==> src/rtl/burst_sched_if.sv <==
// burst_sched_if: request/grant bundle between requesters and burst_sched.
//   req      requester -> sched : per-requester level request
//   run_len  requester -> sched : burst length, sampled on the grant decision
//   gnt      sched -> requester : one-hot grant during RUN
//   owner    sched -> requester : index of current/last granted requester
//   busy     sched -> engine    : engine enable (RUN)
//   last     sched -> engine    : one-cycle end-of-burst marker
//   tog      sched -> engine    : flips once per finished burst
interface burst_sched_if #(
  parameter int N_REQ = 4,
  parameter int CNT_W = 4,
  parameter int OWN_W = 2
);
  logic [N_REQ-1:0] req;
  logic [CNT_W-1:0] run_len;
  logic [N_REQ-1:0] gnt;
  logic [OWN_W-1:0] owner;
  logic             busy;
  logic             last;
  logic             tog;

  modport master (output req, run_len, input gnt, owner, busy, last, tog);
  modport slave  (input req, run_len, output gnt, owner, busy, last, tog);
endinterface

==> src/rtl/burst_sched.sv <==
// burst_sched: round-robin scheduler sharing one burst engine between N_REQ
// requesters. IDLE picks a winner, RUN holds the grant for len cycles (or until
// the owner drops its request), LAST is a single closing cycle.
//
// Ports:
//   clk    rising-edge clock
//   rst_n  asynchronous active-low reset
//   bus    burst_sched_if.slave (req/run_len in; gnt/owner/busy/last/tog out)
//
// All outputs are flops loaded from the next-state decode, so gnt/busy/last
// line up with the state the FSM is entering.
//
// Build option BURST_SCHED_PRIO_EN: req[0] becomes a fixed high-priority
// requester; the others rotate over indices 1..N_REQ-1.
module burst_sched #(
  parameter int N_REQ = 4,
  parameter int CNT_W = 4,
  parameter int OWN_W = 2
) (
  input  logic          clk,
  input  logic          rst_n,
  burst_sched_if.slave  bus
);

  typedef enum logic [1:0] {S_IDLE, S_RUN, S_LAST} state_t;

  state_t           state_q, state_d;
  logic [CNT_W-1:0] cnt_q, cnt_d;
  logic [CNT_W-1:0] len_q, len_d;
  logic [OWN_W-1:0] owner_q, owner_d;
  logic [OWN_W-1:0] ptr_q, ptr_d;
  logic [N_REQ-1:0] gnt_q, gnt_d;
  logic             busy_q, busy_d;
  logic             last_q, last_d;
  logic             tog_q, tog_d;

  logic [OWN_W-1:0] win;
  logic             owner_req;

  // Winner = set bit with the smallest rotated distance from the pointer.
  function automatic logic [OWN_W-1:0] rr_pick(input logic [N_REQ-1:0] r,
                                               input logic [OWN_W-1:0] p);
    logic [OWN_W-1:0] w;
    int best_d, d, base;
    w      = '0;
    best_d = N_REQ;
`ifdef BURST_SCHED_PRIO_EN
    // ptr lives in 1..N_REQ-1 here; reset value 0 means "start at 1".
    base = (p == '0) ? 1 : int'(p);
    for (int k = 1; k < N_REQ; k++) begin
      d = (k - base + (N_REQ - 1)) % (N_REQ - 1);
      if (r[k] && d < best_d) begin
        best_d = d;
        w      = OWN_W'(k);
      end
    end
    if (r[0]) w = '0;
`else
    base = int'(p);
    for (int k = 0; k < N_REQ; k++) begin
      d = (k - base + N_REQ) % N_REQ;
      if (r[k] && d < best_d) begin
        best_d = d;
        w      = OWN_W'(k);
      end
    end
`endif
    return w;
  endfunction

  assign win       = rr_pick(bus.req, ptr_q);
  assign owner_req = bus.req[owner_q];

  always_comb begin
    state_d = state_q;
    cnt_d   = cnt_q;
    len_d   = len_q;
    owner_d = owner_q;
    ptr_d   = ptr_q;
    case (state_q)
      S_IDLE: begin
        if (|bus.req) begin
          owner_d = win;
          len_d   = (bus.run_len == '0) ? CNT_W'(1) : bus.run_len;
          cnt_d   = '0;
          state_d = S_RUN;
        end
      end
      S_RUN: begin
        // len >= 1, so len-1 never underflows; cnt tops out at len, no wrap.
        cnt_d = cnt_q + CNT_W'(1);
        if (cnt_q == len_q - CNT_W'(1) || !owner_req) state_d = S_LAST;
      end
      S_LAST: begin
`ifdef BURST_SCHED_PRIO_EN
        // A priority burst leaves the rotation untouched.
        if (owner_q != '0)
          ptr_d = (owner_q == OWN_W'(N_REQ - 1)) ? OWN_W'(1) : owner_q + OWN_W'(1);
`else
        ptr_d = (owner_q == OWN_W'(N_REQ - 1)) ? '0 : owner_q + OWN_W'(1);
`endif
        state_d = S_IDLE;
      end
      default: state_d = S_IDLE;
    endcase

    busy_d = (state_d == S_RUN);
    last_d = (state_d == S_LAST);
    tog_d  = tog_q ^ last_d;
    gnt_d  = '0;
    for (int i = 0; i < N_REQ; i++)
      gnt_d[i] = busy_d && (owner_d == OWN_W'(i));
  end

  always_ff @(posedge clk or negedge rst_n) begin
    if (!rst_n) begin
      state_q <= S_IDLE;
      cnt_q   <= '0;
      len_q   <= '0;
      owner_q <= '0;
      ptr_q   <= '0;
      gnt_q   <= '0;
      busy_q  <= 1'b0;
      last_q  <= 1'b0;
      tog_q   <= 1'b0;
    end else begin
      state_q <= state_d;
      cnt_q   <= cnt_d;
      len_q   <= len_d;
      owner_q <= owner_d;
      ptr_q   <= ptr_d;
      gnt_q   <= gnt_d;
      busy_q  <= busy_d;
      last_q  <= last_d;
      tog_q   <= tog_d;
    end
  end

  assign bus.gnt   = gnt_q;
  assign bus.owner = owner_q;
  assign bus.busy  = busy_q;
  assign bus.last  = last_q;
  assign bus.tog   = tog_q;

endmodule

==> src/flat_wrapper.sv <==
// flat-port wrapper written by rule: the top's interface ports become plain ports
module burst_sched_flat 
#(
  parameter int N_REQ = 4,
  parameter int CNT_W = 4,
  parameter int OWN_W = 2
)
  (clk, rst_n, bus_req, bus_run_len, bus_gnt, bus_owner, bus_busy, bus_last, bus_tog);
  burst_sched_if #(.N_REQ(N_REQ), .CNT_W(CNT_W), .OWN_W(OWN_W)) bus_i ();
  input  logic clk;
  input  logic rst_n;
  input wire logic [$bits(bus_i.req)-1:0] bus_req;
  input wire logic [$bits(bus_i.run_len)-1:0] bus_run_len;
  output wire logic [$bits(bus_i.gnt)-1:0] bus_gnt;
  output wire logic [$bits(bus_i.owner)-1:0] bus_owner;
  output wire logic [$bits(bus_i.busy)-1:0] bus_busy;
  output wire logic [$bits(bus_i.last)-1:0] bus_last;
  output wire logic [$bits(bus_i.tog)-1:0] bus_tog;
  assign bus_i.req = bus_req;
  assign bus_i.run_len = bus_run_len;
  assign bus_gnt = bus_i.gnt;
  assign bus_owner = bus_i.owner;
  assign bus_busy = bus_i.busy;
  assign bus_last = bus_i.last;
  assign bus_tog = bus_i.tog;
  burst_sched #(.N_REQ(N_REQ), .CNT_W(CNT_W), .OWN_W(OWN_W)) u_core (.clk(clk), .rst_n(rst_n), .bus(bus_i));
endmodule
==> config.mk <==
export PLATFORM = sky130hd
export DESIGN_NAME = burst_sched_flat
export DESIGN_NICKNAME = d
export VERILOG_FILES = /design/src/rtl/burst_sched_if.sv /design/src/rtl/burst_sched.sv /design/src/flat_wrapper.sv
export SDC_FILE = /design/constraint.sdc
export NUM_CORES = 1
export LEC_CHECK = 0
export ABC_AREA = 1
export CAP_MARGIN = 0
export CORE_ASPECT_RATIO = 1.75
export CORE_MARGIN = 8
export CORE_UTILIZATION = 25
export DETAILED_ROUTE_END_ITERATION = 10
export RECOVER_POWER = 50
export SYNTH_ARGS = -nofsm -noshare
export SYNTH_HDL_FRONTEND = slang
export SYNTH_SLANG_ARGS = --single-unit
==> constraint.sdc <==
create_clock -name clk -period 3.8 [get_ports clk]
set_input_delay 0.76 -clock clk [delete_from_list [all_inputs] [get_ports clk]]
set_output_delay 0.76 -clock clk [all_outputs]
set_load 0.02 [all_outputs]
* Word-level counts from Yosys, hierarchy flattened
Index checks and enable logic that the tools add are counted.
** Word-level totals
- Logic and storage cells :: 78
- Register bits after elaboration :: 21
- Input port bits :: 10
- Output and inout port bits :: 9
** Operators by class
- Mux-type cells :: 17
- Equal/unequal tests :: 10
- $lt $le $gt $ge :: 5
- Reductions and logical operators :: 21
- Add/sub/neg operators :: 11
- Bitwise logic cells :: 5
** Operators by type and width (count)
- 32-bit by 4-bit adder with 32-bit output (second input constant) :: 4
- 3-bit by 32-bit less-than comparator with 1-bit output :: 3
- 32-bit two-way mux :: 3
- 2-bit two-way mux :: 7
- 2-bit == test (second input constant) :: 5
- 1-bit logical AND :: 8
- 4-bit two-way mux :: 2
- 4-bit one-hot mux with 2 select lines :: 1
- 2-bit OR reduction :: 4
- 2-bit by 1-bit == test with 1-bit output (second input constant) :: 3
- 1-bit by 2-bit subtractor with 3-bit output (first input constant) :: 2
- 2-bit by 2-bit subtractor with 3-bit output (first input constant) :: 2
- 4-bit by 1-bit adder with 4-bit output (second input constant) :: 1
- 1-bit AND :: 4
- 4-bit == test :: 1
- 2-bit logical NOT :: 2
- 4-bit logical NOT :: 1
- 3-bit by 4-bit less-than comparator with 1-bit output (second input constant) :: 1
- 2-bit one-hot mux with 2 select lines :: 1
- 2-bit AND reduction :: 2
- 4-bit OR reduction :: 1
- 4-bit by 1-bit subtractor with 4-bit output (second input constant) :: 1
- 2-bit by 3-bit less-than comparator with 1-bit output (second input constant) :: 1
- 2-bit by 1-bit adder with 2-bit output (second input constant) :: 1
- other kinds (7) :: 8

* Depth between registers and ports, before layout
- Word-level depth :: 20
- Gate-level depth with buffers :: 19
- Depth with buffers taken out :: 19

* Worst setup path before layout
No wires, ideal clock.
- Path kind :: input to register
- Start point :: input bus_req[0]
- End point :: register u_core.gnt_q[2] (netlist: u_core.bus.gnt[2])
- Arrival :: 2370 ps
- Path buffers :: 0
- Stages :: 19
- Required time :: 3728 ps
- Setup slack :: 1358 ps
- Setup time :: 72 ps
- Cells stage by stage :: nor2_4 -> a21oi_1 -> nand2_1 -> ha_1 -> inv_1 -> nor2_1 -> nand2_1 -> nand3_2 -> nand2_1 -> o21ai_0 -> ha_1 -> inv_1 -> nor2_1 -> nand2_1 -> nand3_2 -> nand2_1 -> nand2_1 -> nand2_1 -> nor2_1
** Between the ends
- Word-level cells in the longest chain between the ends :: 15
** Ends and longest elaborated chain
- start: declaration :: RTL line flat_wrapper.sv:12 : input wire logic [$bits(bus_i.req)-1:0] bus_req;
- 1-bit logical AND :: RTL line burst_sched.sv:62 : if (r[k] && d < best_d) begin
- 32-bit two-way mux :: RTL line burst_sched.sv:62
- 3-bit by 32-bit less-than comparator with 1-bit output :: RTL line burst_sched.sv:62
- 1-bit logical AND :: RTL line burst_sched.sv:62
- 32-bit two-way mux :: RTL line burst_sched.sv:62
- 3-bit by 32-bit less-than comparator with 1-bit output :: RTL line burst_sched.sv:62
- 1-bit logical AND :: RTL line burst_sched.sv:62
- 32-bit two-way mux :: RTL line burst_sched.sv:62
- 3-bit by 32-bit less-than comparator with 1-bit output :: RTL line burst_sched.sv:62
- 1-bit logical AND :: RTL line burst_sched.sv:62
- 2-bit two-way mux :: RTL line burst_sched.sv:62
- 2-bit two-way mux :: RTL line burst_sched.sv:82 : if (|bus.req) begin
- 2-bit two-way mux :: RTL line burst_sched.sv:80 : case (state_q)
- 2-bit == test :: RTL line burst_sched.sv:112 : gnt_d[i] = busy_d && (owner_d == OWN_W'(i));
- 1-bit logical AND (*) :: RTL line burst_sched.sv:112
- net u_core.gnt_d[2] :: RTL line burst_sched.sv:32 : logic [N_REQ-1:0] gnt_q, gnt_d;
- end signal: assignment :: RTL line burst_sched.sv:132 : gnt_q <= gnt_d;
- end: declaration :: RTL line burst_sched.sv:32
Mark *: on every way through the listed nets, which the timed path passes. The rest lies on a longest branch. The select of a mux whose other input is x is not followed.
A chain may end at the register's enable or synchronous reset.

* Worst setup path in the final report
- Start point :: input bus_req[1]
- End point :: register u_core.gnt_q[0] (netlist: u_core.bus.gnt[0])
** Between the ends
- Word-level cells in the longest chain between the ends :: 12
** Ends and longest elaborated chain (RTL line)
- 1-bit logical AND :: burst_sched.sv:62
- 32-bit two-way mux :: burst_sched.sv:62
- 3-bit by 32-bit less-than comparator with 1-bit output :: burst_sched.sv:62
- 1-bit logical AND :: burst_sched.sv:62
- 32-bit two-way mux :: burst_sched.sv:62
- 3-bit by 32-bit less-than comparator with 1-bit output :: burst_sched.sv:62
- 1-bit logical AND :: burst_sched.sv:62
- 2-bit two-way mux :: burst_sched.sv:62
- 2-bit two-way mux :: burst_sched.sv:82
- 2-bit two-way mux :: burst_sched.sv:80
- 2-bit logical NOT :: burst_sched.sv:112
- 1-bit logical AND (*) :: burst_sched.sv:112
- net u_core.gnt_d[0] :: burst_sched.sv:32
Marks and branches as above.

==> results.json <==
{
  "synth-async-reset-ratio": 1.00,
  "die_width_um": 67.5,
  "setup_tns_ns": 0,
  "cts_setup_buffers": 0,
  "syn_nets": 159,
  "rr_startpoint": "u_core.ptr_q[0]$_DFFE_PN0N_",
  "p_sw_frac": 0.452,
  "max-slew-margin-rel": 0.388,
  "fmax_ghz": 0.327,
  "cp.required_ns": 3.99,
  "place.gp.congestion": 0.765,
  "antenna_found_initial": 0,
  "wl_per_cell_um": 10.7,
  "first_iter_violations": 19,
  "drive_gt1_frac": 0.0970,
  "grt_pass1_vias": 992,
  "clk_path_buf_depth": 2,
  "power_frac_seq": 0.328,
  "ys_ff_latch": 21,
  "antenna_cells": 0,
  "grt_start_max_net_pins": 22,
  "port_buffers": 18,
  "synthFlopType": "dfrtp_1",
  "seq_area_frac_synth": 0.453,
  "crit_slowest_cell": "clkdlybuf4s50_1",
  "io_pins": 19,
  "max_cap_violations": 0,
  "power_density_nw_per_um2": 846,
  "power_frac_comb": 0.556,
  "clkTransAtPathRegs_ns": 0.07,
  "crit_start": "bus_req[1]",
  "final_antenna_net_count": 0,
  "yosysTopAreaCell": "dfrtp_1",
  "drt_wl_total_um": 2320,
  "start_kind": "input port",
  "die_height_um": 106,
  "vias": 936,
  "ys_top_cells_by_count": "36 x nand2_1, 21 x dfrtp_1, 20 x inv_1",
  "final-seq-area_um2": 526,
  "clock_skew_ns": 0.00332,
  "leakage_nw": 0.716,
  "cts_made_buffers": 3,
  "place_area_um2": 1400,
  "grtUsageTotal": 0.0739,
  "crit_top_cell": "nand2_1",
  "clock-sinks": 21,
  "fin_area_um2": 1450,
  "cts_tree": "built",
  "irDropWorstVdd_mv": 0.301,
  "yosysMostFrequentCell": "nand2_1",
  "pwr-share-clk": 0.116,
  "worstMarginPinSlew_ns": 0.914,
  "critical_path_arrival_ns": 3.25,
  "min_period_over_period": 0.805,
  "areaGrowthSynthToFinish_pct": 24.7,
  "hold_viol": 0,
  "synth_enable_flop_cells": 0,
  "synthCells": 144,
  "multi_input_area_um2": 539,
  "drv_slew": 0,
  "yosysUniqueCellTypes": 25,
  "min-delay-start": "u_core.bus.tog$_DFF_PN0_",
  "status": "finished clean",
  "cp_max_fo": 6,
  "drc": 0,
  "holdPathStages": 1,
  "gr-total-overflow": 0,
  "internal-power_mw": 0.670,
  "synth_area_um2": 1160,
  "synth_area_per_cell_um2": 8.05,
  "worst_setup_path_end_kind": "flop",
  "finalSetupViolations": 0,
  "crit_type": "in -> reg",
  "core_um2": 4580,
  "h-tree-depth": 1,
  "rsz0062_at_grt": "no",
  "min_path_type": "reg -> reg",
  "dieArea_um2": 7160,
  "yosys_warnings": 0,
  "yosysTopAreaCellShare": 0.453,
  "rows": 33,
  "dp.final_hpwl_um": 1940,
  "critical_path.max_stage_delay_ns": 0.62,
  "first_pass_iters": 4,
  "p_sw_mw": 0.554,
  "clock_latency_ns": 0.26,
  "cts_resized": 0,
  "postCtsHoldBufs": 0,
  "cp_cell_sequence": "clkdlybuf4s50_1, nor2_4, a21oi_1, nand2_1, ha_1, inv_1, nor2_1, nand2_1, nand3_2, nand2_1, o21ai_0, ha_1, inv_1, nor2_1, nand2_1, nand3_2, nand2_1, nand2_1, nand2_1, nor2_1",
  "final_nets": 181,
  "grt_pass1_wl_um": 4150,
  "num-fill-cells": 484,
  "r2r_slack_ns": 1.30,
  "reg2reg_depth": 19,
  "synth_area_leaders": "dfrtp_1 45%, nand2_1 12%, inv_1 6.5%, ha_1 5.4%, nor2_1 5.2%",
  "via_per_inst": 4.31,
  "fin_crit_ns": 3.06,
  "start_util": 0.253,
  "clockRootBuffer": "clkbuf_8"
}
path summary, 6_finish.rpt:
path | to
setup / recovery | u_core.bus.gnt[0]$_DFF_PN0_
max in group asynchronous | u_core.ptr_q[0]$_DFFE_PN0N_
hold reg to reg | u_core.bus.tog$_DFF_PN0_
hold / removal | u_core.bus.tog$_DFF_PN0_
setup reg to reg | u_core.bus.gnt[0]$_DFF_PN0_
min in group asynchronous | u_core.len_q[1]$_DFFE_PN0P_
registers in the layout, indices dropped and copies added, names as in the netlist:
| name | flops |
|---|---|
| u_core.bus.busy | 1 |
| u_core.bus.owner | 2 |
| u_core.ptr_q | 2 |
| u_core.bus.gnt | 4 |
| u_core.len_q | 4 |
| u_core.cnt_q | 4 |
| u_core.bus.last | 1 |
| u_core.bus.tog | 1 |
| u_core.state_q | 2 |
cell families after synthesis:
family	synth area share
adder cells (fa/ha/maj)	0.0539
buffers and inverters	0.0820
XOR/XNOR	0.0453
flip-flops	0.453
AND/OR/NAND/NOR	0.242
AO/OA/AOI/OAI	0.124
cell type report:
| type | count | share of cell area |
|---|---|---|
| timing repair buffer | 18 | 0.125 |
| clock buffer | 3 | 0.0285 |
| inverter | 24 | 0.0623 |
| multi-input combinational | 98 | 0.373 |
| clock inverter | 1 | 0.00346 |
| sequential | 21 | 0.363 |
| tap | 52 | 0.0450 |
layer usage:
metal,global-route usage,part of all wire
met5,0,0
met4,0.0361,0.021
met3,0.0126,0.022
met2,0.135,0.54
met1,0.0753,0.41
per-stage QoR:
stage	util	power, mW	setup WS (ns)	instances	hold slack (ns)
6_report	0.316	1.22	0.741	217	0.470
2_1_floorplan	-	0.897	1.36	144	0.464
3_3_place_gp	0.305	1.09	0.490	213	0.464
3_5_place_dp	0.305	1.10	0.450	213	0.465
4_1_cts	0.316	1.25	0.729	217	0.475
5_1_grt	0.316	1.36	0.500	217	0.496
layout by cell type, fill, tap and decap left out, types with 2 or more instances in the layout:
cell type / count
clkbuf_8: 3
a31oi_1: 3
clkdlybuf4s50_1: 15
a21oi_1: 4
nor2_4: 2
dlygate4sd3_1: 3
nand3_2: 2
nand2_1: 36
inv_1: 20
xnor2_1: 3
nor3_1: 2
ha_1: 5
nand3_1: 4
xor2_1: 3
dfrtp_1: 21
nor2_1: 16
o21ai_0: 9
inv_2: 4
worst max-delay path: cells and delay by family:
family | cells | cell delay (ns)
AOI/OAI and AO/OA | 2 | 0.21
and+or+nand+nor | 13 | 1.03
buffers and inverters | 3 | 0.70
adders and majority gates | 2 | 0.56
power groups by stage:
stage	combinational [mW]	clock, mW	sequential (mW)
floorplan	0.460	0	0.436
global placement	0.682	0	0.409
detailed placement	0.690	0	0.409
CTS	0.694	0.147	0.405
global route	0.786	0.157	0.419
finish	0.680	0.142	0.402
Note: power is estimated with default switching activity, not from simulation.
